File: src/rtl/writeback_commit.sv
// ============================================================================
// Module   : writeback_commit
// Purpose  : Writeback/commit stage with trap arbitration and WFI sleep FSM.
//            Optional macro WB_INSTRET_EN enables the 64-bit instret counter.
// Revision : 1.0 - initial release
// ============================================================================
`default_nettype none

module writeback_commit #(
  parameter int XLEN    = 32,
  parameter int NUM_IRQ = 3,
  parameter int CAUSE_W = 4
) (
  input  logic               clk,
  input  logic               reset_n,
  input  logic               in_valid,
  output logic               in_ready,
  input  logic [XLEN-1:0]    pc_in,
  input  logic [XLEN-1:0]    next_pc_in,
  input  logic [XLEN-1:0]    alu_data_in,
  input  logic [XLEN-1:0]    csr_data_in,
  input  logic [XLEN-1:0]    load_data_in,
  input  logic [1:0]         write_select_in,
  input  logic [4:0]         rd_address_in,
  input  logic [11:0]        csr_address_in,
  input  logic               csr_write_in,
  input  logic               mret_in,
  input  logic               wfi_in,
  input  logic               exception_in,
  input  logic [CAUSE_W-1:0] ecause_in,
  input  logic [NUM_IRQ-1:0] irq_pending,
  output logic [4:0]         rd_address,
  output logic [XLEN-1:0]    rd_data,
  output logic               csr_write,
  output logic [11:0]        csr_address,
  output logic [XLEN-1:0]    csr_data,
  output logic               traped,
  output logic               mret,
  output logic               retired,
  output logic [XLEN-1:0]    ecp,
  output logic [CAUSE_W-1:0] ecause,
  output logic               interupt,
  output logic               sleeping,
  output logic [63:0]        instret
);

  typedef enum logic [0:0] {
    ST_RUN   = 1'b0,
    ST_SLEEP = 1'b1
  } state_t;

  state_t            r_state;
  logic [XLEN-1:0]   r_wfi_pc;
  logic              w_accept;
  logic              w_irq_any;
  logic              w_trap;
  logic              w_wake;
  logic              w_retire;
  logic [CAUSE_W-1:0] w_irq_cause;
  logic [XLEN-1:0]   w_wb_data;

  assign in_ready  = (r_state == ST_RUN);
  assign sleeping  = (r_state == ST_SLEEP);
  assign w_accept  = in_valid && in_ready;
  assign w_irq_any = |irq_pending;
  assign w_trap    = w_accept && (w_irq_any || exception_in);
  assign w_wake    = sleeping && w_irq_any;
  assign w_retire  = w_accept && !w_trap;

  // Ascending scan so the highest-index pending line wins.
  always_comb begin
    w_irq_cause = '0;
    for (int i = 0; i < NUM_IRQ; i++) begin
      if (irq_pending[i]) w_irq_cause = CAUSE_W'(4 * i + 3);
    end
  end

  always_comb begin
    w_wb_data = alu_data_in;
    case (write_select_in)
      2'd0:    w_wb_data = alu_data_in;
      2'd1:    w_wb_data = csr_data_in;
      2'd2:    w_wb_data = load_data_in;
      default: w_wb_data = next_pc_in;
    endcase
  end

  always_ff @(posedge clk or negedge reset_n) begin
    if (!reset_n) begin
      r_state     <= ST_RUN;
      r_wfi_pc    <= '0;
      rd_address  <= '0;
      rd_data     <= '0;
      csr_write   <= 1'b0;
      csr_address <= '0;
      csr_data    <= '0;
      traped      <= 1'b0;
      mret        <= 1'b0;
      retired     <= 1'b0;
      ecp         <= '0;
      ecause      <= '0;
      interupt    <= 1'b0;
    end else begin
      rd_address <= '0;
      csr_write  <= 1'b0;
      traped     <= 1'b0;
      mret       <= 1'b0;
      retired    <= 1'b0;
      if (w_trap) begin
        traped   <= 1'b1;
        interupt <= w_irq_any;
        ecause   <= w_irq_any ? w_irq_cause : ecause_in;
        ecp      <= wfi_in ? next_pc_in : pc_in;
      end else if (w_retire) begin
        retired     <= 1'b1;
        rd_address  <= rd_address_in;
        rd_data     <= w_wb_data;
        csr_write   <= csr_write_in;
        csr_address <= csr_address_in;
        csr_data    <= alu_data_in;
        mret        <= mret_in;
        if (wfi_in) begin
          r_wfi_pc <= next_pc_in;
          r_state  <= ST_SLEEP;
        end
      end else if (w_wake) begin
        traped   <= 1'b1;
        interupt <= 1'b1;
        ecause   <= w_irq_cause;
        ecp      <= r_wfi_pc;
        r_state  <= ST_RUN;
      end
    end
  end

`ifdef WB_INSTRET_EN
  logic [63:0] r_instret;

  // Counts on the same edge that raises the retired pulse.
  always_ff @(posedge clk or negedge reset_n) begin
    if (!reset_n) r_instret <= '0;
    else if (w_retire) r_instret <= r_instret + 64'd1;
  end

  assign instret = r_instret;
`else
  assign instret = '0;
`endif

endmodule

`default_nettype wire

File: config.mk
export PLATFORM = sky130hd
export DESIGN_NAME = writeback_commit
export DESIGN_NICKNAME = d
export VERILOG_FILES = /design/src/rtl/writeback_commit.sv
export SDC_FILE = /design/constraint.sdc
export NUM_CORES = 1
export LEC_CHECK = 0
export BUFFER_PORTS_ARGS = -buffer_cell sky130_fd_sc_hd__buf_2
export CAP_MARGIN = 20
export CELL_PAD_IN_SITES_DETAIL_PLACEMENT = 1
export CELL_PAD_IN_SITES_GLOBAL_PLACEMENT = 1
export CORE_ASPECT_RATIO = 1.1
export CORE_MARGIN = 3
export CORE_UTILIZATION = 35
export DETAILED_ROUTE_END_ITERATION = 7
export GPL_ROUTABILITY_DRIVEN = 0
export PLACE_DENSITY_LB_ADDON = 0.1
export SYNTH_ARGS = -nofsm -noshare
export SYNTH_HDL_FRONTEND = slang
export SYNTH_SLANG_ARGS = --single-unit
File: constraint.sdc
create_clock -name clk -period 5 [get_ports clk]
set_input_delay 0.75 -clock clk [delete_from_list [all_inputs] [get_ports clk]]
set_output_delay 0.75 -clock clk [all_outputs]
set_load 0.1 [all_outputs]
**Word-level counts from Yosys, hierarchy flattened**

Cells that the tools add are included.

- $add $sub $neg: 0
- $mul: 0
- Divide/modulo/power cells: 0
- Order comparisons: 0
- Eq/ne operators: 4
- Shift-type cells: 0
- Multiplexer cells: 29
- Bitwise gates (word level): 2
- Reduce and logical (&&, ||, !) cells: 14

Operators by type and width:

| cell | count |
|---|---|
| $mux 32 | 4 |
| $pmux 32 s3 | 1 |
| $mux 4 | 5 |
| $mux 1 | 15 |
| $mux 5 | 2 |
| $reduce_and 3->1 | 2 |
| $logic_and 1x1->1 | 4 |
| $ne 2x2->1 const B | 2 |
| $reduce_and 2->1 | 2 |
| $reduce_bool 2->1 | 2 |
| $mux 3 | 1 |
| $reduce_or 3->1 | 1 |
| $eq 2x1->1 const B | 1 |
| $eq 2x2->1 const B | 1 |
| $logic_not 2->1 | 1 |
| $mux 2 | 1 |
| $not 1->1 | 2 |
| $logic_not 1->1 | 1 |
| $logic_or 1x1->1 | 1 |

- Flip-flop bits (word level): 155
- Bits in latches: 0
- Bits in writable memories: 0
- Memory bits (read-only): 0
- Input port bits: 193
- Output and inout port bits: 188
- Memories: 0

**Depth between registers and ports, before layout**

- Depth after elaboration: 7
- Gate-level depth with buffers: 5

**Least setup slack after synthesis**

OpenSTA, ideal clock, no wires.

- Kind: register to output
- From: register r_state (netlist: sleeping)
- To: output in_ready
- Data arrival time: 1.684 ns
- Required time: 4.250 ns
- Setup slack: 2.566 ns
- Stages on the path, launching flop included: 2
- Buffers on the path: 0
- Cell sequence: dfrtp_1 > inv_1

- Word-level cells in the longest chain between the ends: 1

RTL lines:

| what | line | RTL |
|---|---|---|
| start: declaration | 52 | `state_t r_state;` |
| start signal: assignment | 90 | `r_state <= ST_RUN;` |
| start signal: assignment | 124 | `r_state <= ST_SLEEP;` |
| start signal: assignment | 131 | `r_state <= ST_RUN;` |
| $not 1->1 | 62 | `assign in_ready = (r_state == ST_RUN);` |
| end: declaration | 17 | `output logic in_ready,` |

No other way between the ends.

**Final worst setup path**

- From: input irq_pending[1]
- To: register rd_data[3]

- Word-level cells in the longest chain between the ends: 6
- Elaborated cells between the ends (all ways): 7
- Classes of those cells: bitwise (1); reduce/logical (6)

RTL lines:

| what | line | RTL |
|---|---|---|
| start: declaration | 31 | `input logic [NUM_IRQ-1:0] irq_pending,` |
| $reduce_or 3->1 (*) | 65 | `assign w_irq_any = \|irq_pending;` |
| $logic_or 1x1->1 (*) | 66 | `assign w_trap = w_accept && (w_irq_any \|\| exception_in);` |
| $logic_and 1x1->1 (*) | 66 |  |
| $logic_not 1->1 | 68 | `assign w_retire = w_accept && !w_trap;` |
| $logic_and 1x1->1 | 68 |  |
| $reduce_and 2->1 (no source line) (*) | - |  |
| end signal: assignment | 117 | `rd_data <= w_wb_data;` |
| end: declaration | 33 | `output logic [XLEN-1:0] rd_data,` |

Every way passes the cells marked *; elsewhere a longest branch is shown, timed or not.
A chain may end at the register's enable or synchronous reset.

==> impl_results.md <==
- Initial antenna violation count: 1
- Yosys top cell by area: dfrtp_1
- Dpl cells: 1099
- Synthesized area per cell: 14.6 µm²
- Drt initial violations: 169
- Busiest grt layer: met2
- Most common cell after layout, fill and taps aside: buf_2
- Most frequent cells in the layout: 315 x buf_2, 155 x dfrtp_1, 81 x mux2_2, 64 x conb_1, 38 x mux2i_1
- PortBufs: 316
- Reg2Reg Depth: 3
- Met2 GRT Util: 0.367
- Crit-path slowest cell: inv_2
- Pre-CTS setup slack: 1750 ps
- Maximum fanout along the worst path: 39
- Syn Inst Count: 524
- RSZ-0062 raised after global routing: no
- Worst Slack Setup Final: 2410 ps
- Fillers: 2356
- Gr usage total: 0.200
- Longest Clk Path Bufs: 2
- Crit share post-route: 0.518
- Setup TNS: 0 ps
- DRC: 0
- Static leakage: 5.00 nW
- Rows: 56
- Final setup vio count: 0
- Sink Count: 155
- Synth area leaders: dfrtp_1 51%, mux2_2 12%, mux4_2 9.4%
- Met3 Resource Use GR: 0.0511
- Post-CTS setup buffers: 0
- H-tree lvl count: 4
- Hold-fix buffers, CTS: 0
- Clk Latency, worst-skew pair: 420 ps
- Chip width: 147 µm
- First-pass iteration count of the detailed router: 4
- Slew Viols, Final: 0
- Core Box Area: 21400 µm²
- WS Path Type: in -> reg
- Starting Density: 0.358
- P per Cell Area: 535 nW/µm²
- CTS tree: done
- Final hold vios: 0
- Storage element area: 3880 µm²
- Non-Filler Instances: 1133
- Crit. End Element: register
- Area delta synth->final: 27.9%
- Required @ worst endpoint: 5300 ps
- Register clock-pin slew on the reported worst setup and hold paths: 70 ps
- GRT met1 Usage: 0.236
- CP Data Arrival Time: 2890 ps
- Max Cap Viol: 0
- Buf/Inv on CP: 4
- Die footprint: 23700 µm²
- Sequential-to-total area share from yosys stat: 0.505
- Status: complete, no violations
- Nets: 1022
- Via count: 5579
- CTS Root Cell: clkbuf_16
- Largest net degree at the start of global routing: 57
- Total chip power: 5.25 mW
- Cell family with most CP delay: buffers and inverters
- Num ports: 381
- First-pass GRT wire length: 36700 µm
- TritonCTS buffer count: 17
- Final ANT Viol Nets: 0
- Skew final: 10.7 ps
- Hold Path Class: in -> async
- Final Core Density: 0.458
- Slew HR: 0.259
- CP startpoint kind: input pin
- Max frequency: 0.386 GHz
- Minimum clock period after layout: 2590 ps
- CP cell instances: buf_2, nor4_4, buf_4, nand2_2, inv_2, buf_12, mux2_2
- Final WL: 24200 µm
- Average vias per placed instance: 4.92
- Hpwl dp: 17500 µm
- Seq cells post-synth: 155
- Netlist cell types: 31
- Ratio of cells with drive above 1 in the final layout: 0.601
- Total gr overflow: 0
- Wire per inst: 21.4 µm
- Die H: 161 µm
- Synth warnings: 0
- Worst Tran Pin Value: 1110 ps
- Synth Cell Area: 7670 µm²
- Multi-input gate area: 3340 µm²
- Vias in the first global route: 6282
- Max VDD drop: 0.238 mV
- Reg2Reg Setup Slack: 2470 ps
- Yosys top cell area share: 0.505
- Crit-path max cell delay: 490 ps
- Critical path depth in cells: 7
- # resized after CTS: 0
[metal layers]
layer	wire (µm)	vias up
met3	1560	18
met2	12900	226
li1	-	2446
met1	9520	2887
met5	12	-
met4	277	2
[synthesized netlist by cell type]
cell	instances
dfrtp_1	155
mux2_2	81
buf_4	68
mux2i_1	38
mux4_2	32
nor3_1	30
a221o_1	29
mux2_4	29
buf_2	14
clkbuf_1	13
and3_1	7
buf_6	5
inv_1	2
inv_2	2
nor2b_1	2
o22a_1	2
a21oi_1	1
a41o_1	1
conb_1	1
nand2_1	1
nand2_2	1
nand2b_1	1
nand3_1	1
nand3_4	1
nor2_1	1
nor4_4	1
o21a_1	1
o22ai_2	1
o31a_1	1
o32ai_1	1
or3_4	1
[area by class of cell]
type | count | share of cell area
Antenna cell | 1 | 0.000255
Clock buffer | 19 | 0.0461
Clock inverter | 13 | 0.0111
Inverter | 4 | 0.00153
Multi-Input combinational cell | 328 | 0.340
Sequential cell | 155 | 0.395
Tap cell | 290 | 0.0370
Timing Repair Buffer | 323 | 0.168
[logic make-up after synthesis]
| logic type | share of synthesized area |
|---|---|
| muxes | 0.319 |
| DFF | 0.505 |
| other | 0.000489 |
| and+or+nand+nor | 0.0367 |
| buffers and inverters | 0.0913 |
| AOI/OAI and AO/OA | 0.0470 |
[registers in the layout, indices dropped and copies added (netlist names)]
register / count
interupt: 1
csr_write: 1
ecp: 32
csr_data: 32
csr_address: 12
retired: 1
r_wfi_pc: 32
ecause: 4
rd_data: 32
rd_address: 5
mret: 1
sleeping: 1
traped: 1
[per-stage QoR]
| stage | hold WS [ps] | cell area, µm² |
|---|---|---|
| 2_1_floorplan | 454 | 7910 |
| 3_3_place_gp | 484 | 9230 |
| 3_5_place_dp | 487 | 9230 |
| 4_1_cts | 262 | 9790 |
| 5_1_grt | 261 | 9810 |
| 6_report | 259 | 9820 |
[worst register-to-register path: cells and delay by family, from the launching register on]
kind             cells  cell delay (ps)
DFF                  1              470
and+or+nand+nor      2             1390
muxes                1              560
[worst paths after layout]
| kind | start | endpoint |
|---|---|---|
| worst max-delay path | irq_pending[1] | rd_data[3] |
| worst min-delay path | reset_n | rd_data[1] |
| worst min register to register | csr_data[10] | csr_data[10] |
| max in group asynchronous | reset_n | ecp[24] |
| min in group clk | csr_data[10] | csr_data[10] |
| worst max register to register | sleeping | r_wfi_pc[17] |
[power by group]
part           total (mW)  switching (mW)  internal [mW]  leakage, nW
Combinational        2.39            1.95          0.446         2.82
Sequential           1.62           0.129           1.50         1.92
Clock                1.23           0.556          0.674        0.262
Power figures use the tool's default switching activity.
